===== src/rtl/fsm_monitor_if.sv =====
// Signal bundle between the monitored 4-state FSM and its passive checker.
// master = FSM/observer side, slave = the monitor itself.
interface fsm_monitor_if #(
   parameter int CNT_W   = 8,
   parameter int DWELL_W = 8
);
   logic [1:0]         estados_in;
   logic [1:0]         data_out_in;
   logic               clear;
   logic [CNT_W-1:0]   trans_count;
   logic [CNT_W-1:0]   illegal_count;
   logic               illegal_flag;
   logic [1:0]         illegal_from;
   logic [1:0]         illegal_to;
   logic               out_mismatch;
   logic [DWELL_W-1:0] dwell;
   logic               stuck;

   modport master (
      output estados_in, data_out_in, clear,
      input  trans_count, illegal_count, illegal_flag, illegal_from,
             illegal_to, out_mismatch, dwell, stuck
   );

   modport slave (
      input  estados_in, data_out_in, clear,
      output trans_count, illegal_count, illegal_flag, illegal_from,
             illegal_to, out_mismatch, dwell, stuck
   );
endinterface


===== src/rtl/fsm_monitor.sv =====
// Passive checker for the 4-state safe FSM: transition-graph and output-map
// checks, saturating event counters, dwell timer and first-fault capture.
module fsm_monitor #(
   parameter int CNT_W       = 8,
   parameter int DWELL_W     = 8,
   parameter int STUCK_LIMIT = 200
) (
   input  logic          clk,
   input  logic          reset,
   fsm_monitor_if.slave  mon
);

   typedef enum logic {MON_IDLE = 1'b0, MON_RUN = 1'b1} mon_state_e;

   localparam logic [1:0] S0 = 2'd0;
   localparam logic [1:0] S1 = 2'd1;
   localparam logic [1:0] S2 = 2'd2;
   localparam logic [1:0] S3 = 2'd3;

   localparam logic [CNT_W-1:0]   CNT_ONE  = CNT_W'(1);
   localparam logic [DWELL_W-1:0] DW_ONE   = DWELL_W'(1);
   localparam logic [DWELL_W-1:0] STUCK_TH = DWELL_W'(STUCK_LIMIT);

   mon_state_e         state_q;
   logic [1:0]         prev_q;
   logic [CNT_W-1:0]   trans_q, ill_cnt_q;
   logic               flag_q;
   logic [1:0]         from_q, to_q;
   logic               mismatch_q;
   logic [DWELL_W-1:0] dwell_q;

   logic [CNT_W-1:0]   trans_d, ill_cnt_d;
   logic [DWELL_W-1:0] dwell_d;
   logic [1:0]         cur;
   logic [1:0]         map_exp;
   logic               legal;

   // Any state may fall back to S0: that is the upstream FSM's own reset path.
   function automatic logic is_legal(input logic [1:0] p, input logic [1:0] c);
      logic ok;
      ok = 1'b0;
      if (c == S0) ok = 1'b1;
      else begin
         case (p)
            S0: ok = (c == S1);
            S1: ok = (c == S1) || (c == S2);
            S2: ok = (c == S1) || (c == S3);
            S3: ok = (c == S2) || (c == S3);
            default: ok = 1'b0;
         endcase
      end
      return ok;
   endfunction

   function automatic logic [1:0] out_map(input logic [1:0] s);
      logic [1:0] m;
      case (s)
         S0: m = 2'b01;
         S1: m = 2'b10;
         S2: m = 2'b11;
         default: m = 2'b00;
      endcase
      return m;
   endfunction

   assign cur     = mon.estados_in;
   assign map_exp = out_map(cur);
   assign legal   = is_legal(prev_q, cur);

   // Saturating next values: an all-ones counter holds.
   assign trans_d   = (trans_q   == '1) ? trans_q   : trans_q   + CNT_ONE;
   assign ill_cnt_d = (ill_cnt_q == '1) ? ill_cnt_q : ill_cnt_q + CNT_ONE;
   assign dwell_d   = (dwell_q   == '1) ? dwell_q   : dwell_q   + DW_ONE;

   always_ff @(posedge clk or negedge reset) begin
      if (!reset) begin
         state_q    <= MON_IDLE;
         prev_q     <= S0;
         trans_q    <= '0;
         ill_cnt_q  <= '0;
         flag_q     <= 1'b0;
         from_q     <= 2'd0;
         to_q       <= 2'd0;
         mismatch_q <= 1'b0;
         dwell_q    <= '0;
      end else if (mon.clear) begin
         state_q    <= MON_IDLE;
         prev_q     <= S0;
         trans_q    <= '0;
         ill_cnt_q  <= '0;
         flag_q     <= 1'b0;
         from_q     <= 2'd0;
         to_q       <= 2'd0;
         mismatch_q <= 1'b0;
         dwell_q    <= '0;
      end else begin
         mismatch_q <= (mon.data_out_in != map_exp);
         case (state_q)
            MON_IDLE: begin
               // First sample only seeds prev_q; there is no pair to judge yet.
               prev_q  <= cur;
               dwell_q <= '0;
               state_q <= MON_RUN;
            end
            MON_RUN: begin
               if (cur != prev_q) begin
                  trans_q <= trans_d;
                  dwell_q <= '0;
               end else begin
                  dwell_q <= dwell_d;
               end
               if (!legal) begin
                  ill_cnt_q <= ill_cnt_d;
                  flag_q    <= 1'b1;
                  if (!flag_q) begin
                     from_q <= prev_q;
                     to_q   <= cur;
                  end
               end
               prev_q <= cur;
            end
         endcase
      end
   end

   assign mon.trans_count   = trans_q;
   assign mon.illegal_count = ill_cnt_q;
   assign mon.illegal_flag  = flag_q;
   assign mon.illegal_from  = from_q;
   assign mon.illegal_to    = to_q;
   assign mon.out_mismatch  = mismatch_q;
   assign mon.dwell         = dwell_q;
   // Derived straight from the dwell register so the two always agree.
   assign mon.stuck         = (dwell_q >= STUCK_TH);

endmodule


===== src/flat_wrapper.sv =====
// flat-port wrapper written by rule: the top's interface ports become plain ports
module fsm_monitor_flat 
#(
   parameter int CNT_W       = 8,
   parameter int DWELL_W     = 8,
   parameter int STUCK_LIMIT = 200
)
  (clk, reset, mon_estados_in, mon_data_out_in, mon_clear, mon_trans_count, mon_illegal_count, mon_illegal_flag, mon_illegal_from, mon_illegal_to, mon_out_mismatch, mon_dwell, mon_stuck);
  fsm_monitor_if #(.CNT_W(CNT_W), .DWELL_W(DWELL_W)) mon_i ();
  input  logic clk;
  input  logic reset;
  input wire logic [$bits(mon_i.estados_in)-1:0] mon_estados_in;
  input wire logic [$bits(mon_i.data_out_in)-1:0] mon_data_out_in;
  input wire logic [$bits(mon_i.clear)-1:0] mon_clear;
  output wire logic [$bits(mon_i.trans_count)-1:0] mon_trans_count;
  output wire logic [$bits(mon_i.illegal_count)-1:0] mon_illegal_count;
  output wire logic [$bits(mon_i.illegal_flag)-1:0] mon_illegal_flag;
  output wire logic [$bits(mon_i.illegal_from)-1:0] mon_illegal_from;
  output wire logic [$bits(mon_i.illegal_to)-1:0] mon_illegal_to;
  output wire logic [$bits(mon_i.out_mismatch)-1:0] mon_out_mismatch;
  output wire logic [$bits(mon_i.dwell)-1:0] mon_dwell;
  output wire logic [$bits(mon_i.stuck)-1:0] mon_stuck;
  assign mon_i.estados_in = mon_estados_in;
  assign mon_i.data_out_in = mon_data_out_in;
  assign mon_i.clear = mon_clear;
  assign mon_trans_count = mon_i.trans_count;
  assign mon_illegal_count = mon_i.illegal_count;
  assign mon_illegal_flag = mon_i.illegal_flag;
  assign mon_illegal_from = mon_i.illegal_from;
  assign mon_illegal_to = mon_i.illegal_to;
  assign mon_out_mismatch = mon_i.out_mismatch;
  assign mon_dwell = mon_i.dwell;
  assign mon_stuck = mon_i.stuck;
  fsm_monitor #(.CNT_W(CNT_W), .DWELL_W(DWELL_W), .STUCK_LIMIT(STUCK_LIMIT)) u_core (.clk(clk), .reset(reset), .mon(mon_i));
endmodule

===== config.mk =====
export PLATFORM = sky130hd
export DESIGN_NAME = fsm_monitor_flat
export DESIGN_NICKNAME = d
export VERILOG_FILES = /design/src/rtl/fsm_monitor_if.sv /design/src/rtl/fsm_monitor.sv /design/src/flat_wrapper.sv
export SDC_FILE = /design/constraint.sdc
export NUM_CORES = 1
export LEC_CHECK = 0
export CAP_MARGIN = 25
export CORE_MARGIN = 1
export CORE_UTILIZATION = 35
export CTS_CLUSTER_DIAMETER = 80
export DETAILED_ROUTE_END_ITERATION = 7
export DONT_BUFFER_PORTS = 1
export PLACE_DENSITY = 0.51
export SETUP_SLACK_MARGIN = 0.5
export SLEW_MARGIN = 0
export SYNTH_ARGS = -nofsm -noshare
export SYNTH_HDL_FRONTEND = slang
export SYNTH_SLANG_ARGS = --single-unit

===== constraint.sdc =====
create_clock -name clk -period 2 [get_ports clk]
set_input_delay 0.1 -clock clk [delete_from_list [all_inputs] [get_ports clk]]
set_output_delay 0.1 -clock clk [all_outputs]
set_load 0.02 [all_outputs]

==> reports/metrics.yaml <==
required_ns: 2.22
diodes: 0
path_clk_slew_ns: 0.07
p_per_area_nw_per_um2: 637
relSlewSlack: 0.710
clk_latency_ns: 0.29
drt_iter0_drc: 61
drive_gt1_frac: 0.312
crit_fanout: 7
synthFlopType: "dfrtp_1"
area_growth_syn_to_layout_pct: 26.9
dieArea_sq_um: 5390
drc: 0
num_vias: 1501
nNetsFinal: 217
gr-total-overflow: 0
viasPerCell: 5.58
ir_drop_mv: 0.306
postCtsHoldBufs: 5
grt_max_degree: 34
dp_hpwl_um: 2740
grt_pass1_vias: 1437
critPathArrivalTime_ns: 1.90
final_common_cell: "dfrtp_1"
finClkSkew_ns: 0.00498
syn-instance-count: 186
seq_area_frac_synth: 0.463
drt-pass1-iter-count: 4
hold_ws_ns: -0.148
ys_types: 40
end_kind: "flop"
maxCapViolations: 0
min_period_ns: 1.68
io_pins: 38
core_area_sq_um: 4820
synth_edf_count: 0
cts_root_buf: "clkbuf_8"
syn_avg_cell_area_sq_um: 9.59
tightestPinTransition_ns: 0.432
rsz0062_at_grt: "yes"
rows: 25
synthesis.area_sq_um: 1780
power_w: 0.00144
ys_ff_latch: 33
critPathLaunch: "u_core.prev_q[0]"
htreeDepth: 2
fp.dieH_um: 73.4
finalCritPeriodShare: 0.841
numCtsBuffers: 5
failed_checks: "negative hold slack"
start_util: 0.370
hold_start: "mon_clear"
avgRoutedWirePerCell_um: 15.7
gp_congestion: 0.764
port_buffers: 0
max_freq_ghz: 0.594
setup_tns_ns: 0
grt_pass1_wl_um: 6810
track_usage: 0.168
dieWidth_um: 73.4
outcome: "finished with violations"
synth_fp_nets: 202
drt_wl_total_um: 4230
hp-class: "primary input to flop"
cp-start-kind: "flop"
antenna_found_initial: 0
yosys_warnings: 0
cts.sinks: 33
cts_buffer_depth: 2
worst-setup-path-type: "flop to flop"
cts_tree: "done"
mostFrequentLayoutCells: "18 x dfrtp_1, 15 x nand2_1, 15 x dfrtp_2, 12 x nor2_1, 11 x a21oi_1"
async_flop_share: 1.00
rr_startpoint: "u_core.prev_q[0]"
p_leak_nw: 0.919
maxSlewViolCount: 0
drtAntennaViolNets: 0
setup-violations-final: 0
hold_violations: 13
[state kept, by name, summed over array words and instances, names as in the netlist]
register / flops
u_core.mon.dwell: 8
u_core.mon.illegal_count: 8
u_core.mon.trans_count: 8
u_core.mon.illegal_from: 2
u_core.mon.illegal_to: 2
u_core.prev_q: 2
u_core.mon.illegal_flag: 1
u_core.mon.out_mismatch: 1
u_core.state_q: 1
[final timing paths]
check	end	slack, ns	depth (start not counted)
max	u_core.mon.illegal_count[5]	0.32	4
min	u_core.mon.illegal_count[5]	-0.15	1
max reg2reg	u_core.mon.illegal_count[5]	0.32	4
min reg2reg	u_core.mon.dwell[5]	0.61	1
max in group asynchronous	u_core.mon.trans_count[3]	1.54	2
min in group asynchronous	u_core.mon.dwell[1]	0.26	2
[timing repair]
action	CTS	global route
hold endpoints to repair	49	13
pin swaps	4	6
setup endpoints to repair	27	28
buffers inserted	9	0
gates resized for setup	23	24
[cell usage after synthesis (2+ instances only)]
master / count / area [sq um]
mux2i_1: 3 / 30.0
o21ai_0: 8 / 40.0
nor3_1: 5 / 25.0
mux2_2: 2 / 22.5
buf_2: 2 / 10.0
ha_1: 9 / 113
o31ai_1: 3 / 22.5
o311ai_0: 2 / 17.5
xnor2_1: 4 / 35.0
nand4_1: 3 / 18.8
inv_1: 7 / 26.3
nand2_1: 16 / 60.1
a31oi_1: 4 / 25.0
o211a_1: 2 / 20.0
o41ai_1: 2 / 17.5
a21oi_1: 14 / 70.1
nor4_1: 2 / 12.5
nor2_1: 16 / 60.1
xor2_1: 2 / 17.5
or4_1: 5 / 37.5
clkbuf_1: 6 / 22.5
a211oi_1: 3 / 22.5
nand3_1: 8 / 40.0
dfrtp_1: 33 / 826
and3_1: 3 / 18.8
nor2b_1: 3 / 18.8
and4_1: 4 / 35.0
o21bai_1: 2 / 15.0
a311oi_1: 2 / 17.5
[metrics by stage]
stage          std cells   util  setup slack [ns]  instance area (sq um)  hold slack (ns)
6_report             269  0.470             0.317                   2260           -0.148
4_1_cts              269  0.457             0.317                   2200           -0.147
5_1_grt              269  0.470             0.272                   2260           -0.162
3_3_place_gp         247  0.391             0.279                   1880           -0.195
2_1_floorplan        186      -             0.357                   1830           -0.196
3_5_place_dp         247  0.391             0.217                   1880           -0.194
[final cells by class]
type,count,area (sq um)
Inverter,7,26.3
Clock inverter,1,5.00
Sequential cell,33,845
Clock buffer,7,96.3
Multi-Input combinational cell,138,1050
Tap cell,67,83.8
Fill cell,465,2550
Timing Repair Buffer,16,161
[logic make-up after synthesis]
family,share of synthesized area
XOR/XNOR,0.0295
adder cells (fa/ha/maj),0.0631
flip-flops,0.463
AND/OR/NAND/NOR,0.202
multiplexers,0.0295
AO/OA/AOI/OAI,0.180
buffers and inverters,0.0330
[worst max-delay path, stage by stage (launching register included)]
cell and delay, ns:
dfrtp_1 0.41, a22o_1 0.22, or3_4 0.44, or4_4 0.43, a21oi_2 0.12
[metal layers]
metal  track usage  part of all wire  vias up
met4        0.0833             0.018        0
met3        0.0466             0.054        7
met2         0.281              0.50       37
met1         0.198              0.43      736
met5             0                 0        -
li1              -                 -      721
[report_power, final]
| part | switching (W) | leakage (nW) | internal (W) | total (W) |
|---|---|---|---|---|
| clock network | 0.000253 | 0.0542 | 0.000311 | 0.000564 |
| logic | 0.0000759 | 0.439 | 0.0000705 | 0.000146 |
| registers | 0.0000445 | 0.426 | 0.000687 | 0.000732 |
| total | 0.000373 | 0.919 | 0.00107 | 0.00144 |
(Power assumes the default switching activity.)
